--- src/rtl/iseq_pkg.sv ---
// iseq_pkg: shared types, vector constants and bus-control decode for the
// interrupt sequencer. Optional WAI support (WAIT state) is compiled in only
// when ISEQ_WAI_EN is defined.
package iseq_pkg;

    // Source of the sequence currently being run.
    typedef enum logic [1:0] {
        ISRC_RST = 2'd0,
        ISRC_NMI = 2'd1,
        ISRC_BRK = 2'd2,
        ISRC_IRQ = 2'd3
    } isrc_t;

    // Which byte goes onto the stack during a push cycle.
    typedef enum logic [1:0] {
        PSEL_PCH  = 2'd0,
        PSEL_PCL  = 2'd1,
        PSEL_PSR  = 2'd2,
        PSEL_NONE = 2'd3
    } psel_t;

    // Sequencer states; WAIT exists only in the WAI-enabled build.
`ifdef ISEQ_WAI_EN
    typedef enum logic [1:0] {
        ST_IDLE = 2'd0,
        ST_SEQ  = 2'd1,
        ST_WAIT = 2'd2
    } iseq_state_t;
`else
    typedef enum logic [1:0] {
        ST_IDLE = 2'd0,
        ST_SEQ  = 2'd1
    } iseq_state_t;
`endif

    // Low-byte vector addresses; the high byte lives at the next address.
    localparam logic [15:0] VEC_NMI = 16'hFFFA;
    localparam logic [15:0] VEC_RST = 16'hFFFC;
    localparam logic [15:0] VEC_IRQ = 16'hFFFE;  // shared by BRK and IRQ

    // Step numbers with a specific bus role.
    localparam logic [2:0] STEP_PUSH_PCH = 3'd2;
    localparam logic [2:0] STEP_PUSH_PCL = 3'd3;
    localparam logic [2:0] STEP_PUSH_PSR = 3'd4;
    localparam logic [2:0] STEP_VEC_LO   = 3'd5;
    localparam logic [2:0] STEP_VEC_HI   = 3'd6;
    localparam logic [2:0] STEP_LAST     = 3'd6;

    // Everything the sequencer drives onto the bus/datapath in one cycle.
    typedef struct packed {
        logic        rwb;
        logic        sp_decrement;
        psel_t       push_sel;
        logic        b_out;
        logic        vpb;
        logic [15:0] vector_addr;
        logic        load_pcl;
        logic        load_pch;
        logic        set_i;
        logic        clear_d;
    } bus_ctl_t;

    // Vector low-byte address for a given source.
    function automatic logic [15:0] vector_base(isrc_t src);
        logic [15:0] v;
        case (src)
            ISRC_NMI: v = VEC_NMI;
            ISRC_RST: v = VEC_RST;
            default:  v = VEC_IRQ;
        endcase
        return v;
    endfunction

    // Bus controls while no sequence is running.
    function automatic bus_ctl_t idle_ctl();
        bus_ctl_t c;
        c.rwb          = 1'b1;
        c.sp_decrement = 1'b0;
        c.push_sel     = PSEL_NONE;
        c.b_out        = 1'b0;
        c.vpb          = 1'b1;
        c.vector_addr  = 16'h0000;
        c.load_pcl     = 1'b0;
        c.load_pch     = 1'b0;
        c.set_i        = 1'b0;
        c.clear_d      = 1'b0;
        return c;
    endfunction

    // Bus controls for a given sequence position. Reset runs the push steps
    // as dummy reads: the stack pointer still moves but nothing is written.
    function automatic bus_ctl_t step_ctl(logic active, logic [2:0] step, isrc_t src);
        bus_ctl_t c;
        c = idle_ctl();
        if (active) begin
            c.b_out = (src == ISRC_BRK);
            case (step)
                STEP_PUSH_PCH: c.push_sel = PSEL_PCH;
                STEP_PUSH_PCL: c.push_sel = PSEL_PCL;
                STEP_PUSH_PSR: c.push_sel = PSEL_PSR;
                default:       c.push_sel = PSEL_NONE;
            endcase
            if (step >= STEP_PUSH_PCH && step <= STEP_PUSH_PSR) begin
                c.sp_decrement = 1'b1;
                c.rwb          = (src == ISRC_RST);
            end
            if (step == STEP_VEC_LO) begin
                c.vpb         = 1'b0;
                c.vector_addr = vector_base(src);
                c.load_pcl    = 1'b1;
                c.set_i       = 1'b1;
                c.clear_d     = 1'b1;
            end
            if (step == STEP_VEC_HI) begin
                c.vpb         = 1'b0;
                c.vector_addr = vector_base(src) | 16'h0001;
                c.load_pch    = 1'b1;
            end
        end
        return c;
    endfunction

endpackage

--- src/rtl/nmi_edge_det.sv ---
// nmi_edge_det: samples nmib on every falling edge of phi2 (independent of
// rdy) and latches a pending flag on a 1->0 change between two consecutive
// samples. A fresh edge wins over a simultaneous clear so it is never lost.
module nmi_edge_det (
    input  logic phi2_i,
    input  logic resb_i,
    input  logic nmib_i,
    input  logic clr_i,
    output logic pending_o
);

    logic nmib_q;
    logic pending_q;
    logic pending_d;
    logic fall;

    // The reset value of the sample is 0 so the first sample after reset can
    // never look like a falling edge.
    assign fall = nmib_q & ~nmib_i;

    // Pending latch: set by an edge, cleared when the NMI sequence is entered.
    always_comb begin
        pending_d = pending_q;
        if (fall) begin
            pending_d = 1'b1;
        end else if (clr_i) begin
            pending_d = 1'b0;
        end
    end

    // Sampler and pending flag update on the falling clock edge.
    always_ff @(negedge phi2_i or negedge resb_i) begin
        if (!resb_i) begin
            nmib_q    <= 1'b0;
            pending_q <= 1'b0;
        end else begin
            nmib_q    <= nmib_i;
            pending_q <= pending_d;
        end
    end

    assign pending_o = pending_q;

endmodule

--- src/rtl/interrupt_sequencer.sv ---
// interrupt_sequencer: runs the 7-step reset/NMI/BRK/IRQ entry sequence
// (two internal cycles, three stack pushes, two vector fetches). State moves
// on the falling edge of phi2; rdy=0 freezes everything except NMI sampling.
// Define ISEQ_WAI_EN to add the wai_req input and the WAIT state.
//
// Handshake: a sequence starts only from IDLE at an edge where rdy=1 and
// either a reset is pending or inst_boundary=1 with a qualifying source;
// seq_done is high for exactly one rdy=1 cycle after step 6.
module interrupt_sequencer
    import iseq_pkg::*;
(
    input  logic        phi2,
    input  logic        resb,
    input  logic        nmib,
    input  logic        irqb,
    input  logic        rdy,
    input  logic        inst_boundary,
    input  logic        brk_req,
    input  logic        i_flag,
`ifdef ISEQ_WAI_EN
    input  logic        wai_req,
`endif
    output logic        seq_active,
    output logic [2:0]  seq_step,
    output logic [1:0]  seq_src,
    output logic        rwb,
    output logic        sp_decrement,
    output logic [1:0]  push_sel,
    output logic        b_out,
    output logic        vpb,
    output logic [15:0] vector_addr,
    output logic        load_pcl,
    output logic        load_pch,
    output logic        set_i,
    output logic        clear_d,
    output logic        seq_done
);

    iseq_state_t state_q, state_d;
    logic [2:0]  step_q, step_d;
    isrc_t       src_q, src_d;
    logic        rst_pending_q, rst_pending_d;
    logic        done_q, done_d;
    bus_ctl_t    ctl_q;

    logic        nmi_pending;
    logic        nmi_clr;
    logic        irq_take;

    nmi_edge_det u_nmi (
        .phi2_i   (phi2),
        .resb_i   (resb),
        .nmib_i   (nmib),
        .clr_i    (nmi_clr),
        .pending_o(nmi_pending)
    );

    // IRQ is a level: it only counts while irqb is low and not masked.
    assign irq_take = ~irqb & ~i_flag;

    // Next-state selection: start priority, step advance and WAIT exits.
    always_comb begin
        state_d       = state_q;
        step_d        = step_q;
        src_d         = src_q;
        rst_pending_d = rst_pending_q;
        done_d        = done_q;
        nmi_clr       = 1'b0;
        if (rdy) begin
            done_d = 1'b0;
            case (state_q)
                ST_IDLE: begin
                    if (rst_pending_q) begin
                        state_d       = ST_SEQ;
                        step_d        = 3'd0;
                        src_d         = ISRC_RST;
                        rst_pending_d = 1'b0;
                    end else if (inst_boundary) begin
                        if (nmi_pending) begin
                            state_d = ST_SEQ;
                            step_d  = 3'd0;
                            src_d   = ISRC_NMI;
                            nmi_clr = 1'b1;
                        end else if (brk_req) begin
                            state_d = ST_SEQ;
                            step_d  = 3'd0;
                            src_d   = ISRC_BRK;
                        end else if (irq_take) begin
                            state_d = ST_SEQ;
                            step_d  = 3'd0;
                            src_d   = ISRC_IRQ;
`ifdef ISEQ_WAI_EN
                        end else if (wai_req) begin
                            state_d = ST_WAIT;
                            step_d  = 3'd0;
`endif
                        end
                    end
                end
                ST_SEQ: begin
                    if (step_q == STEP_LAST) begin
                        state_d = ST_IDLE;
                        step_d  = 3'd0;
                        done_d  = 1'b1;
                    end else begin
                        step_d = step_q + 3'd1;
                    end
                end
`ifdef ISEQ_WAI_EN
                ST_WAIT: begin
                    if (nmi_pending) begin
                        state_d = ST_SEQ;
                        step_d  = 3'd0;
                        src_d   = ISRC_NMI;
                        nmi_clr = 1'b1;
                    end else if (irq_take) begin
                        state_d = ST_SEQ;
                        step_d  = 3'd0;
                        src_d   = ISRC_IRQ;
                    end else if (!irqb) begin
                        // Masked IRQ just resumes execution without vectoring.
                        state_d = ST_IDLE;
                    end
                end
`endif
                default: begin
                    state_d = ST_IDLE;
                    step_d  = 3'd0;
                end
            endcase
        end
    end

    // State and registered bus controls; controls are decoded from the next
    // state so they line up with seq_step and hold whenever rdy=0.
    always_ff @(negedge phi2 or negedge resb) begin
        if (!resb) begin
            state_q       <= ST_IDLE;
            step_q        <= 3'd0;
            src_q         <= ISRC_RST;
            rst_pending_q <= 1'b1;
            done_q        <= 1'b0;
            ctl_q         <= idle_ctl();
        end else begin
            state_q       <= state_d;
            step_q        <= step_d;
            src_q         <= src_d;
            rst_pending_q <= rst_pending_d;
            done_q        <= done_d;
            ctl_q         <= step_ctl(state_d == ST_SEQ, step_d, src_d);
        end
    end

    assign seq_active   = (state_q == ST_SEQ);
    assign seq_step     = seq_active ? step_q : 3'd0;
    assign seq_src      = seq_active ? src_q : ISRC_RST;
    assign seq_done     = done_q;
    assign rwb          = ctl_q.rwb;
    assign sp_decrement = ctl_q.sp_decrement;
    assign push_sel     = ctl_q.push_sel;
    assign b_out        = ctl_q.b_out;
    assign vpb          = ctl_q.vpb;
    assign vector_addr  = ctl_q.vector_addr;
    assign load_pcl     = ctl_q.load_pcl;
    assign load_pch     = ctl_q.load_pch;
    assign set_i        = ctl_q.set_i;
    assign clear_d      = ctl_q.clear_d;

endmodule
--- config.mk ---
export PLATFORM = sky130hd
export DESIGN_NAME = interrupt_sequencer
export DESIGN_NICKNAME = d
export VERILOG_FILES = /design/src/rtl/iseq_pkg.sv /design/src/rtl/nmi_edge_det.sv /design/src/rtl/interrupt_sequencer.sv
export SDC_FILE = /design/constraint.sdc
export NUM_CORES = 1
export LEC_CHECK = 0
export ABC_AREA = 1
export CAP_MARGIN = 10
export CORE_ASPECT_RATIO = 0.5
export CORE_MARGIN = 2
export CORE_UTILIZATION = 44
export CTS_CLUSTER_SIZE = 16
export DETAILED_ROUTE_END_ITERATION = 8
export PLACE_DENSITY = 0.77
export SLEW_MARGIN = 40
export SYNTH_ARGS = -nofsm -noshare
export SYNTH_HDL_FRONTEND = slang
export SYNTH_HIERARCHICAL = 1
export SYNTH_SLANG_ARGS = --single-unit
--- constraint.sdc ---
create_clock -name phi2 -period 1.5 [get_ports phi2]
set_clock_uncertainty 0.05 [all_clocks]
set_input_delay 0.45 -clock phi2 [delete_from_list [all_inputs] [get_ports phi2]]
set_output_delay 0.45 -clock phi2 [all_outputs]
set_load 0.005 [all_outputs]
# [Word level (Yosys, flattened, before mapping)]
# Cells that the tools add are included.
# W data, S select, Z words.
[classes] n_mul=0 add_sub_neg=1 muxes=42 bitwise_logic=5 eq_ne=10 n_div=0 shift=0 n_reduce_logical=5 n_lt_le_gt_ge=2
[ops] cell="$mux W2" count=17
[ops] cell="$mux W26" count=1
[ops] cell="$mux W3" count=8
[ops] cell="$mux W18" count=1
[ops] cell="$mux W17" count=1
[ops] cell="$eq A3 B3 Y1 const B" count=4
[ops] cell="$pmux W3 S2" count=2
[ops] cell="$mux W1" count=10
[ops] cell="$eq A2 B1 Y1 const B" count=3
[ops] cell="$eq A3 B2 Y1 const B" count=2
[ops] cell="$pmux W2 S3" count=1
[ops] cell="$logic_not A2 Y1" count=2
[ops] cell="$pmux W2 S2" count=1
[ops] cell="$add A3 B1 Y3 const B" count=1
[ops] cell="$ge A3 B2 Y1 const B" count=1
[ops] cell="$le A3 B3 Y1 const B" count=1
[ops] cell="$not A1 Y1" count=3
[ops] cell="$and A1 B1 Y1" count=2
[ops] cell="$eq A2 B2 Y1 const B" count=1
[ops] cell="$reduce_and A2 Y1" count=1
[ops] cell="$reduce_bool A2 Y1" count=1
[ops] cell="$logic_and A1 B1 Y1" count=1
[word_totals] mem_count=0 regBits=37 inputBits=8 latch_bits=0 out_inout_bits=33 rom_bits=0 wordCells=82 mem_bits_rw=0

# [Logic depth before layout (Yosys ltp)]
[logic_depth] ltp_word=14 ltp_mapped=13 ltp_nobuf=13

# [By module]
# Netlist, hierarchy kept.
[by_module_without_submodules] mod="interrupt_sequencer" area_per_inst_um2=1106.1 seq_area_each_um2=506.7 instances=1 cells_per_inst=138
[by_module_without_submodules] mod="nmi_edge_det" area_per_inst_um2=68.8 seq_area_each_um2=50.0 instances=1 cells_per_inst=7

==> results.cfg <==
[detailed_routing]
drt-total-wl_um = 6400
vias_per_cell = 5.59
dr_total_vias = 1515
wl_per_cell_um = 23.6
antenna_left = 0
drt_iter0_drc = 101
drc = 0
drt_pass1_iterations = 4

[cells_and_area]
final_cells = 271
area_growth_pct = 112
multi_input_area_um2 = 774
drive_gt1_frac = 0.791
layout_common_cells = buf_6, buf_4, nand2_4, dfrtn_1, inv_1
fin_nets = 243
post-route-util = 0.969
regArea_um2 = 557
mostFrequentLayoutCell = buf_6
fill_cells = 45
diodes = 0

[setup_path]
reg2reg_depth = 13
max_stage_delay_ps = 470
worstPathCellList = inv_2, nor2_4, inv_4, nor2_2, buf_2
r2r_slack_ps = -700
end_kind = output pin
path_depth = 5
critPathKind = register to output pin
cp_data_required_time_ps = 1000
cp_max_fo = 4
cp-endpoint = seq_src[1]
worstSetupStartpoint = state_q[0]
worstReg2RegEnd = vector_addr[2]
cp-start-kind = register
crit_buf_inv = 3
crit_family = flip-flops
crit_arrival_ps = 2090
cpMaxStageDelayCell = dfrtn_1
worstReg2RegStart = state_q[0]

[cts]
cts_made_buffers = 3
clock-sinks = 22
clkTransAtPathRegs_ps = 60
insertion_delay_ps = 380
cts_tree = built
cts-htree-levels = 1
cts.path.max_buffers = 2
root_buffer = clkbuf_8

[placement]
numPortBuffers = 40
place_hpwl_um = 2310
place.gp.congestion = 0.840
place_inst = 238

[die]
std_cell_rows = 13
die_w_um = 77.1
start_util = 0.457
fp.dieH_um = 40.5
die_area_um2 = 3120
pin_count = 41
core_area_um2 = 2570

[grt]
grt_pass1_wl_um = 6590
grt_util_all_layers = 0.291
grt_start_max_net_pins = 14
grt_antenna_before_repair = 0
grt_pass1_vias = 1325
grt_overflow_total = 0

[synth]
syn_inst = 145
synth.avg_cell_area_um2 = 8.10
synthesis.area_um2 = 1170
synth_top_cell_by_area = dfrtn_1
synth_cell_types = 22
synth_top_area_share = 0.362
synth-seq-area-share = 0.474
yosys_warnings = 6
synthTopCellsByArea = dfrtn_1, dfstp_2, buf_4
synth_seq_cells = 22
synthesis.nets = 153

[sta]
final-setup-viol-count = 52
rsz0062_at_grt = true
drv_slew = 0
hold_violations = 0
setup_slack_ps = -1090
relSlewSlack = 0.795
worst_pin_slew_ps = 306

[run]
cap_violations = 0

[power]
p_leak_nw = 1.25
irDropWorstVdd_mv = 1.17
powerDensity_nw_per_um2 = 1690
p_total_w = 0.00422

[status]
violations = negative setup slack
outcome = finished, violations left

[hold_path]
hp-class = register to register
[layout make-up]
cell class,instances,area share
timing repair buffer,97,0.373
clock inverter,5,0.00754
tap,37,0.0186
clock buffer,4,0.0181
multi-input combinational,82,0.311
sequential,22,0.224
inverter,24,0.0482
[routing by layer]
layer  up-vias  share of wire  track usage
met1       741           0.38        0.321
met4         0          0.061        0.129
met3        52          0.083       0.0653
li1        606              -            -
met5         -              0            0
met2       116           0.47        0.579
[through the flow]
stage	area, um^2	hold slack, ps	setup TNS (ps)	worst slack (ps)
detailed placement	1790	351	-56220	-1370
floorplan	1220	329	-21650	-638
CTS	2160	351	-31510	-979
finish	2490	445	-36070	-1090
global route	2490	438	-37050	-1090
global placement	1790	345	-55150	-1340
[kinds of logic after synthesis]
family,count (synthesis),synth area share
buffers and inverters,41,0.182
DFF,22,0.474
and+or+nand+nor,73,0.298
AOI/OAI and AO/OA,9,0.0458
[worst min path at each step]
stage	start	endpoint	slack [ps]	cells past startpoint
final	seq_done	seq_done	440	2
after global routing	u_nmi/nmib_q	u_nmi/pending_o	440	2
after CTS	u_nmi/nmib_q	u_nmi/pending_o	350	2
after detailed placement	u_nmi/nmib_q	u_nmi/pending_o	350	2
after global placement	u_nmi/nmib_q	u_nmi/pending_o	350	2
after floorplan	u_nmi/nmib_q	u_nmi/pending_o	330	2
[Yosys cell counts (all sizes together)]
library cell / count
buf: 16
nand2: 38
o31ai: 1
o21ai: 2
inv: 25
dfstp: 5
dfrtn: 17
a21oi: 4
nor2: 25
o22ai: 1
nand3: 7
nor3: 1
nand4: 2
a31oi: 1
[worst reg2reg max path: stages (launching register included)]
cell	delay (ps)
dfrtn_1	470
inv_2	70
nor2_4	170
nand2_2	90
buf_4	140
buf_4	120
buf_4	120
buf_4	140
a21oi_4	150
nand2_2	80
nand2_4	150
nor2_4	60
nand2_4	130
a21oi_2	80
[power breakdown]
| group | internal [W] | switching [W] | leakage, nW | total, W |
|---|---|---|---|---|
| clock network | 0.000209 | 0.000303 | 0.0494 | 0.000512 |
| logic | 0.00133 | 0.00146 | 0.929 | 0.00279 |
| registers | 0.000788 | 0.000124 | 0.274 | 0.000912 |
[sequential cells by signal, indices dropped and copies added (netlist names)]
name / flops
sp_decrement: 1
vpb: 1
push_sel: 2
vector_addr: 4
seq_done: 1
b_out: 1
u_nmi/nmib_q: 1
rst_pending_q: 1
step_q: 3
u_nmi/pending_o: 1
src_q: 2
state_q: 2
rwb: 1
clear_d: 1
[what timing repair did]
| action | CTS | global route |
|---|---|---|
| hold buffers | 0 | 0 |
| buffers inserted | 23 | 10 |
| gates cloned | 0 | 0 |
| setup endpoints to repair | 55 | 53 |
| hold endpoints to repair | 0 | 0 |
| resized for setup | 243 | 66 |
| pin swaps | 33 | 27 |
(Power assumes the default switching activity.)
